<file path="src/rtl/seg_bus_if.sv">
// Bundles the seven-segment pins and the recovered-value outputs.
// master drives the pins and observes the result; slave is the receiver.
interface seg_bus_if;
  logic [6:0]  seg_in;
  logic [3:0]  an_in;
  logic [15:0] value;
  logic        valid;
  logic [3:0]  digit_err;
  logic        stale;

  modport master (
    output seg_in, an_in,
    input  value, valid, digit_err, stale
  );

  modport slave (
    input  seg_in, an_in,
    output value, valid, digit_err, stale
  );
endinterface

</file>
<file path="src/rtl/seg_bus_receiver.sv">
// Recovers a 4-digit hex value from a multiplexed active-low 7-segment bus.
//
// state  | meaning
// -------+--------------------------------------------------------------
// SETTLE | bus moving; waiting for STABLE_CYCLES identical samples
// HOLD   | current digit captured; waiting for the bus to change again
module seg_bus_receiver #(
  parameter int STABLE_CYCLES  = 4,
  parameter int TIMEOUT_CYCLES = 1_000_000
) (
  input logic      clk,
  input logic      rst_n,
  seg_bus_if.slave bus
);

  localparam int SCW = $clog2(STABLE_CYCLES + 1);
  localparam int TCW = $clog2(TIMEOUT_CYCLES + 1);
  localparam logic [SCW-1:0] STAB_MAX  = SCW'(STABLE_CYCLES);
  localparam logic [SCW-1:0] STAB_LAST = SCW'(STABLE_CYCLES - 1);
  localparam logic [TCW-1:0] TMO_MAX   = TCW'(TIMEOUT_CYCLES);
  localparam logic [TCW-1:0] TMO_LAST  = TCW'(TIMEOUT_CYCLES - 1);

  typedef enum logic {SETTLE, HOLD} state_t;

  logic [10:0]    sync_q1;
  logic [10:0]    sync_q2;

  logic           same;
  logic           an_legal;
  logic [1:0]     an_idx;
  logic [3:0]     an_onehot;
  logic [3:0]     glyph_nib;
  logic           glyph_bad;
  logic           capture;
  logic           complete;
  logic           tmo_hit;
  logic [3:0]     seen_cap;
  logic [15:0]    frame_val;
  logic [3:0]     frame_err;

  state_t         state;
  logic [SCW-1:0] stab_cnt;
  logic [TCW-1:0] tmo_cnt;
  logic [3:0]     seen;
  logic [15:0]    slot_val;
  logic [3:0]     slot_err;
  logic [15:0]    value_q;
  logic           valid_q;
  logic [3:0]     err_q;
  logic           stale_q;

  // Two-flop synchronizer for the 11 asynchronous pin bits {an, seg}.
  always_ff @(posedge clk or negedge rst_n) begin
    if (!rst_n) begin
      sync_q1 <= '0;
      sync_q2 <= '0;
    end else begin
      sync_q1 <= {bus.an_in, bus.seg_in};
      sync_q2 <= sync_q1;
    end
  end

  // Anode decode: exactly one low bit selects a digit, anything else is ignored.
  always_comb begin
    an_legal = 1'b1;
    an_idx   = 2'd0;
    case (sync_q2[10:7])
      4'b1110: an_idx = 2'd0;
      4'b1101: an_idx = 2'd1;
      4'b1011: an_idx = 2'd2;
      4'b0111: an_idx = 2'd3;
      default: an_legal = 1'b0;
    endcase
    an_onehot = 4'b0001 << an_idx;
  end

  // Glyph decode, bit 6 = g .. bit 0 = a, active low.
  always_comb begin
    glyph_bad = 1'b0;
    glyph_nib = 4'h0;
    case (sync_q2[6:0])
      7'b1000000: glyph_nib = 4'h0;
      7'b1111001: glyph_nib = 4'h1;
      7'b0100100: glyph_nib = 4'h2;
      7'b0110000: glyph_nib = 4'h3;
      7'b0011001: glyph_nib = 4'h4;
      7'b0010010: glyph_nib = 4'h5;
      7'b0000010: glyph_nib = 4'h6;
      7'b1111000: glyph_nib = 4'h7;
      7'b0000000: glyph_nib = 4'h8;
      7'b0010000: glyph_nib = 4'h9;
      7'b0001000: glyph_nib = 4'hA;
      7'b0000011: glyph_nib = 4'hB;
      7'b1000110: glyph_nib = 4'hC;
      7'b0100001: glyph_nib = 4'hD;
      7'b0000110: glyph_nib = 4'hE;
      7'b0001110: glyph_nib = 4'hF;
      default:    glyph_bad = 1'b1;
    endcase
  end

  // Capture/completion decisions. stab_cnt counts how long the value now in
  // sync_q2 has held, so it is judged against the sample arriving in sync_q1;
  // this puts the capture STABLE_CYCLES edges after the pins move.
  always_comb begin
    same      = (sync_q1 == sync_q2);
    capture   = (state == SETTLE) && same && an_legal && (stab_cnt == STAB_LAST);
    seen_cap  = seen | (capture ? an_onehot : 4'b0000);
    complete  = capture && (seen_cap == 4'hF);
    tmo_hit   = !complete && (tmo_cnt == TMO_LAST);
    frame_val = slot_val;
    frame_err = slot_err;
    if (capture) begin
      frame_val[4*an_idx +: 4] = glyph_nib;
      frame_err[an_idx]        = glyph_bad;
    end
  end

  // Settle/hold FSM with digit slots, frame publication and the stale timer.
  always_ff @(posedge clk or negedge rst_n) begin
    if (!rst_n) begin
      state    <= SETTLE;
      stab_cnt <= '0;
      tmo_cnt  <= '0;
      seen     <= 4'b0000;
      slot_val <= 16'h0000;
      slot_err <= 4'b0000;
      value_q  <= 16'h0000;
      valid_q  <= 1'b0;
      err_q    <= 4'b0000;
      stale_q  <= 1'b1;
    end else begin
      valid_q <= complete;

      if (!same) begin
        stab_cnt <= SCW'(1);
      end else if (stab_cnt != STAB_MAX) begin
        stab_cnt <= stab_cnt + SCW'(1);
      end

      case (state)
        SETTLE: if (capture) state <= HOLD;
        HOLD:   if (!same)   state <= SETTLE;
        default:             state <= SETTLE;
      endcase

      if (capture) begin
        slot_val <= frame_val;
        slot_err <= frame_err;
      end

      if (complete) begin
        value_q <= frame_val;
        err_q   <= frame_err;
        seen    <= 4'b0000;
        tmo_cnt <= '0;
        stale_q <= 1'b0;
      end else begin
        // A timeout drops partial digits, but a capture on the same edge still counts.
        seen <= tmo_hit ? (capture ? an_onehot : 4'b0000) : seen_cap;
        if (tmo_cnt != TMO_MAX) begin
          tmo_cnt <= tmo_cnt + TCW'(1);
        end
        if (tmo_hit) begin
          stale_q <= 1'b1;
        end
      end
    end
  end

  assign bus.value     = value_q;
  assign bus.valid     = valid_q;
  assign bus.digit_err = err_q;
  assign bus.stale     = stale_q;

endmodule

</file>
<file path="src/flat_wrapper.sv">
// flat-port wrapper written by rule: the top's interface ports become plain ports
module seg_bus_receiver_flat 
#(
  parameter int STABLE_CYCLES  = 4,
  parameter int TIMEOUT_CYCLES = 1_000_000
)
  (clk, rst_n, bus_seg_in, bus_an_in, bus_value, bus_valid, bus_digit_err, bus_stale);
  seg_bus_if bus_i ();
  input logic clk;
  input logic rst_n;
  input wire logic [$bits(bus_i.seg_in)-1:0] bus_seg_in;
  input wire logic [$bits(bus_i.an_in)-1:0] bus_an_in;
  output wire logic [$bits(bus_i.value)-1:0] bus_value;
  output wire logic [$bits(bus_i.valid)-1:0] bus_valid;
  output wire logic [$bits(bus_i.digit_err)-1:0] bus_digit_err;
  output wire logic [$bits(bus_i.stale)-1:0] bus_stale;
  assign bus_i.seg_in = bus_seg_in;
  assign bus_i.an_in = bus_an_in;
  assign bus_value = bus_i.value;
  assign bus_valid = bus_i.valid;
  assign bus_digit_err = bus_i.digit_err;
  assign bus_stale = bus_i.stale;
  seg_bus_receiver #(.STABLE_CYCLES(STABLE_CYCLES), .TIMEOUT_CYCLES(TIMEOUT_CYCLES)) u_core (.clk(clk), .rst_n(rst_n), .bus(bus_i));
endmodule
</file>
<file path="config.mk">
export PLATFORM = sky130hd
export DESIGN_NAME = seg_bus_receiver_flat
export DESIGN_NICKNAME = d
export VERILOG_FILES = /design/src/rtl/seg_bus_if.sv /design/src/rtl/seg_bus_receiver.sv /design/src/flat_wrapper.sv
export SDC_FILE = /design/constraint.sdc
export NUM_CORES = 1
export LEC_CHECK = 0
export BUFFER_PORTS_ARGS = -buffer_cell sky130_fd_sc_hd__buf_4
export CAP_MARGIN = 15
export CORE_MARGIN = 4
export CORE_UTILIZATION = 42
export CTS_CLUSTER_DIAMETER = 120
export DETAILED_ROUTE_END_ITERATION = 10
export PLACE_DENSITY = 0.6
export SYNTH_ARGS = -nofsm -noshare
export SYNTH_HDL_FRONTEND = slang
export SYNTH_SLANG_ARGS = --single-unit
export TNS_END_PERCENT = 10
</file>
<file path="constraint.sdc">
create_clock -name clk -period 2.45 [get_ports clk]
set_clock_uncertainty 0.1 [all_clocks]
set_input_delay 0.1225 -clock clk [delete_from_list [all_inputs] [get_ports clk]]
set_output_delay 0.1225 -clock clk [all_outputs]
set_load 0.01 [all_outputs]
</file>
==> flow_summary_export.csv, run 1 <==
group,metric,value,unit
run_status,status,"complete, but fails checks",
run_status,violations,"setup timing",
logic_synthesis,synth_fp_nets,392,
cts,htree_num_levels,3,
global_route,overflow,0,
logic_synthesis,syn-cell-area,4240,um2
cts,clock_path_buffers,2,
timing,min_period,2540,ps
logic_synthesis,yosysTopAreaCellShare,0.537,
detailed_routing,drt_first_iter_violations,92,
detailed_routing,wl_met3,299,um
cts,numCtsBuffers,9,
setup_path,arrival,2680,ps
setup_path,reg2reg_slack,-90,ps
detailed_routing,drc,0,
die,dieArea,11800,um2
cts,cts.sinks,92,
setup_path,path_max_fanout,7,
detailed_routing,vias,2857,
logic_synthesis,ys_async_sr_fraction,1.00,
logic_synthesis,netlist_top_cells_area,"dfrtp_1, mux2_2, xor2_1",
global_route,grt_pass1_wl,14.8,mm
finish,nNetsFinal,459,
pwr,p_per_area,551,nW/um2
cts,clk-insertion-delay-late,360,ps
cts,post_cts_buffers,0,
finish,diodes,0,
detailed_routing,met1_length,4.04,mm
pwr,total_power,2.89,mW
die,initial_utilization,0.432,
setup_path,max_stage_delay,560,ps
die,rows,36,
logic_synthesis,syn_area_per_cell,11.5,um2
setup_path,criticalPathCategory,"flip-flop to flip-flop",
global_route,grt_max_degree,47,
logic_synthesis,yosysSeqAreaShare,0.543,
die,core_area,9820,um2
detailed_routing,ant_nets,0,
detailed_routing,drtPass1Iterations,4,
setup_path,endpoint_kind,"flip-flop",
timing,worst_slack,-90.7,ps
timing,rsz0062_at_grt,"true",
logic_synthesis,ys.flop_type,"dfrtp_1",
logic_synthesis,netlist_instances,370,
timing,worst_pin_slew,595,ps
detailed_routing,totalWireLength,8.44,mm
flow_run,drv_cap,0,
die,dieHeight,108,um
timing,fmax,394,MHz
logic_synthesis,synth_top_cell_by_area,"dfrtp_1",
setup_path,worst-r2r-cell-count,7,
worst_hold_path,hold_path.class,"input port to asynchronous set/reset pin",
global_route,antenna_found_initial,0,
placement,port_buffers,34,
die,ios,35,
timing,post-route-period-util,1.04,
setup_path,slowest_stage,"or4_4",
timing,drv_slew,0,
logic_synthesis,ys_seq_elements,92,
placement,gp_congestion,0.853,
logic_synthesis,yosysMostFrequentCell,"dfrtp_1",
cts,cts_tree,"done",
logic_synthesis,yosys_warnings,0,
global_route,grt_pass1_vias,3012,
placement,hpwl,6.09,mm
finish,area_growth,23.8,%
logic_synthesis,synth_common_cells,"dfrtp_1, nor2_1, mux2_2",
setup_path,cpLargestDelayFamily,"simple AND/OR/NAND/NOR gates",
setup_path,crit_cells,7,
finish,layout-drive-gt1-share,0.296,
setup_path,r2r-start,"u_core.sync_q1[4]",
global_route,grt_usage,0.160,
finish,fillers,900,
finish,fin_area,5250,um2
timing,slew_headroom,0.604,
detailed_routing,vias_per_cell,4.97,
timing,hold_viol,0,
setup_path,r2r_end,"u_core.bus.value[14]",
logic_synthesis,ys_types,46,
logic_synthesis,synth_edf_count,0,
detailed_routing,topRoutingLayerUsed,"met4",
pwr,leakagePower,2.49,nW
pwr,ir_drop,302,uV
timing,setup_viol,20,
setup_path,path_cells,"xor2_1 > or4_4 > a2111oi_4 > buf_6 > and2_4 > buf_12 > mux2_2",
placement,dpl_cell_area,4850,um2
detailed_routing,avgRoutedWirePerCell,14.7,um
die,die_width,108,um
setup_path,critPathRequiredTime,2590,ps
cts,cts-root-buf,"clkbuf_8",
setup_path,worstSetupStartpointType,"flip-flop",
detailed_routing,met2WireLength,4.00,mm
cts,clkTransAtPathRegs,100,ps
setup_path,cp_num_buf_inv,2,
metrics by stage:
stage / setup TNS (ps) / utilization / setup WS [ps] / instances / hold WS, ps
after floorplan: -2730 / - / -125 / 370 / -273
after global placement: -3190 / 0.494 / -96.6 / 547 / 69.4
after detailed placement: -2920 / 0.494 / -96.8 / 547 / 73.5
after CTS: -1960 / 0.533 / -83.0 / 575 / 226
after global routing: -4270 / 0.535 / -165 / 575 / 270
final: -1480 / 0.535 / -90.7 / 575 / 205
layout by cell type (no fill, tap or decap), drive strengths merged, types with 3 or more instances in the layout:
cell type / synthesis / layout
buf: 9 / 60
nor2b: 4 / 4
nand4: 10 / 10
nor3b: 4 / 4
dlygate4sd3: 0 / 12
a31o: 3 / 3
nand2: 18 / 18
a21oi: 13 / 13
and3: 7 / 7
nor4: 6 / 6
nand3: 15 / 15
inv: 15 / 17
nand2b: 3 / 3
nor2: 43 / 43
nor3: 6 / 6
clkbuf: 7 / 10
ha: 9 / 9
xor2: 23 / 23
mux2: 40 / 40
a211oi: 3 / 3
dfrtp: 91 / 91
xnor2: 12 / 12
worst max path at each step:
stage,slack [ps],to,from
final,-90,u_core.bus.value[14],u_core.sync_q1[4]
after global routing,-170,u_core.bus.value[2],u_core.sync_q1[4]
after CTS,-80,u_core.bus.value[14],u_core.sync_q2[10]
after detailed placement,-100,u_core.bus.digit_err[3],u_core.sync_q1[4]
after global placement,-100,u_core.bus.digit_err[1],u_core.sync_q1[4]
after floorplan,-130,u_core.bus.value[10],u_core.sync_q2[5]
metal layers:
| metal | vias up | GRT usage |
|---|---|---|
| li1 | 1406 | - |
| met1 | 1400 | 0.214 |
| met3 | 11 | 0.0352 |
| met2 | 40 | 0.264 |
| met5 | - | 0 |
| met4 | 0 | 0.0424 |
area by class of cell:
type	count	area (um2)	share of cell area
clock inverter	6	92.6	0.0176
clock buffer	10	138	0.0262
multi-input combinational	247	1870	0.356
tap	133	166	0.0317
timing repair buffer	72	624	0.119
sequential	92	2300	0.439
inverter	15	56.3	0.0107
registers in the layout (all words and copies together), names as in the netlist, 3 cells and up:
signal	flops
u_core.bus.digit_err	4
u_core.slot_val	16
u_core.sync_q2	11
u_core.slot_err	4
u_core.stab_cnt	3
u_core.tmo_cnt	20
u_core.bus.value	16
u_core.seen	4
u_core.sync_q1	11
power breakdown:
group	switching [mW]	internal (mW)
combinational	0.104	0.0779
sequential	0.0146	1.54
clock	0.547	0.610
total	0.666	2.22
timing repair:
| item | CTS | global route |
|---|---|---|
| endpoints found under the setup margin | 42 | 46 |
| endpoints found under the hold margin | 54 | 0 |
| pin swaps | 2 | 1 |
| hold buffers | 12 | 0 |
| resized for setup | 7 | 4 |
cells by family (layout without fill, tap and decap cells):
family	count (synthesis)	after routing	synth area share
compound gates	32	32	0.0558
mux	41	41	0.109
xor+xnor	35	35	0.0723
buf+inv	31	103	0.0342
simple gates	130	130	0.159
fa+ha+maj	9	9	0.0266
flops	92	92	0.543
(Power assumes the default switching activity.)
==> run 2, diff against run 1 <==
CORE_UTILIZATION = 54   (was 42)
PLACE_DENSITY = 0.74   (was 0.6)
==> flow_summary_export.csv, run 2 (synthesized netlist as in run 1, its figures left out) <==
group,metric,value,unit
finish,diodes,0,
setup_path,slowest_stage,"or4_4",
finish,final_cell_mix,"dfrtp_1, buf_4, nor2_1",
setup_path,arrival,2650,ps
finish,largest_reg_flops,20,
finish,multi_input_area,1860,um2
setup_path,critPathRequiredTime,2580,ps
timing,worst_pin_slew,533,ps
die,ios,35,
cts,post_cts_buffers,0,
timing,setup_viol,43,
setup_path,max_stage_delay,540,ps
finish,fillers,588,
cts,clock_path_buffers,2,
run_status,status,"complete, but fails checks",
placement,placed_cells,514,
finish,nNetsFinal,457,
detailed_routing,drc,0,
global_route,grt_usage,0.186,
placement,hpwl,5.92,mm
global_route,overflow,0,
cts,cts_tree,"done",
cts,cts.sinks,92,
pwr,p_per_area,540,nW/um2
detailed_routing,vias_per_cell,5.33,
cts,clkTransAtPathRegs,90,ps
detailed_routing,totalWireLength,8.40,mm
finish,regMostFlops,"u_core.tmo_cnt",
pwr,ir_drop,256,uV
pwr,total_power,2.78,mW
detailed_routing,drtPass1Iterations,4,
setup_path,worst-r2r-cell-count,7,
setup_path,cpLargestDelayFamily,"simple AND/OR/NAND/NOR gates",
die,dieHeight,96.6,um
die,core_area,7690,um2
detailed_routing,ant_nets,0,
finish,fin_area,5160,um2
placement,dpl_cell_area,4800,um2
global_route,antenna_found_initial,0,
timing,hold_viol,0,
placement,port_buffers,34,
setup_path,criticalPathCategory,"flip-flop to flip-flop",
setup_path,crit_cells,7,
global_route,grt_pass1_vias,3008,
timing,drv_slew,0,
detailed_routing,drt_first_iter_violations,91,
timing,post-route-period-util,1.03,
setup_path,path_cells,"xor2_1 > or4_4 > a2111oi_4 > buf_6 > nand2_4 > mux2_2 > mux2_2",
cts,htree_num_levels,3,
finish,utilization,0.671,
setup_path,cp_num_buf_inv,1,
setup_path,path_max_fanout,6,
detailed_routing,avgRoutedWirePerCell,15.5,um
timing,fmax,397,MHz
finish,regArea,2300,um2
flow_run,drv_cap,0,
timing,slew_headroom,0.645,
global_route,grt_pass1_wl,14.3,mm
finish,area_growth,21.6,%
placement,gp_congestion,0.806,
detailed_routing,vias,2891,
cts,numCtsBuffers,9,
setup_path,reg2reg_slack,-70,ps
finish,fin_cells,542,
finish,layout-drive-gt1-share,0.291,
timing,worst_hold_slack,150,ps
timing,worst_slack,-69.2,ps
worst_hold_path,hold_path.class,"input port to asynchronous set/reset pin",
setup_path,endpoint_kind,"flip-flop",
timing,finalSetupTns,-1420,ps
placement,pre_cts_ws,-64.0,ps
die,rows,32,
global_route,grt_max_degree,59,
setup_path,cpMostUsedCell,"mux2_2",
cts,clk-insertion-delay-late,360,ps
pwr,leakagePower,2.46,nW
setup_path,r2r_end,"u_core.bus.digit_err[2]",
setup_path,worstSetupStartpointType,"flip-flop",
timing,min_period,2520,ps
cts,cts-root-buf,"clkbuf_8",
die,initial_utilization,0.552,
die,dieArea,9330,um2
die,die_width,96.6,um
timing,rsz0062_at_grt,"true",
run_status,violations,"setup timing",
setup_path,r2r-start,"u_core.sync_q2[0]",
finish,mostFrequentLayoutCell,"dfrtp_1",
## run 2: changes by cell type in the layout (fill, tap and decap cells not counted), sizes merged
cell,delta
clkbuf,+1
inv,-1
clkinv,+1
buf,-2
bufinv,-1
## run 2: final cells by class
class,instances,area share
multi-input combinational,247,0.361
inverter,15,0.0109
tap,102,0.0247
clock buffer,11,0.0294
timing repair buffer,70,0.116
sequential,92,0.447
clock inverter,5,0.0114
## run 2: repair_timing
action / in CTS / in global routing
pin swaps: 1 / 1
hold buffers: 12 / 0
gates resized for setup: 7 / 0
setup endpoints to repair: 44 / 44
hold endpoints to repair: 45 / 0
## run 2: how the worst max path moves through the flow
| stage | end | startpoint | slack [ps] |
|---|---|---|---|
| finish | u_core.bus.digit_err[2] | u_core.sync_q2[0] | -70 |
| global route | u_core.bus.digit_err[2] | u_core.sync_q1[8] | -140 |
| CTS | u_core.bus.digit_err[2] | u_core.sync_q1[4] | -50 |
| detailed placement | u_core.bus.value[2] | u_core.stab_cnt[1] | -60 |
| global placement | u_core.bus.digit_err[1] | u_core.sync_q1[4] | -20 |
| floorplan | u_core.bus.value[10] | u_core.sync_q2[5] | -130 |
## run 2: power by group
group	switching (mW)	leakage, nW	total [mW]	internal (mW)
clock network	0.524	0.102	1.05	0.529
logic	0.0995	1.15	0.177	0.0772
registers	0.0188	1.21	1.55	1.54
total	0.643	2.46	2.78	2.14
## run 2: metal layers
layer	GRT usage	part of all wire	up-vias
li1	-	-	1405
met1	0.235	0.45	1437
met2	0.325	0.51	38
met4	0.0605	0.014	0
met3	0.0310	0.026	11
met5	0	0	-
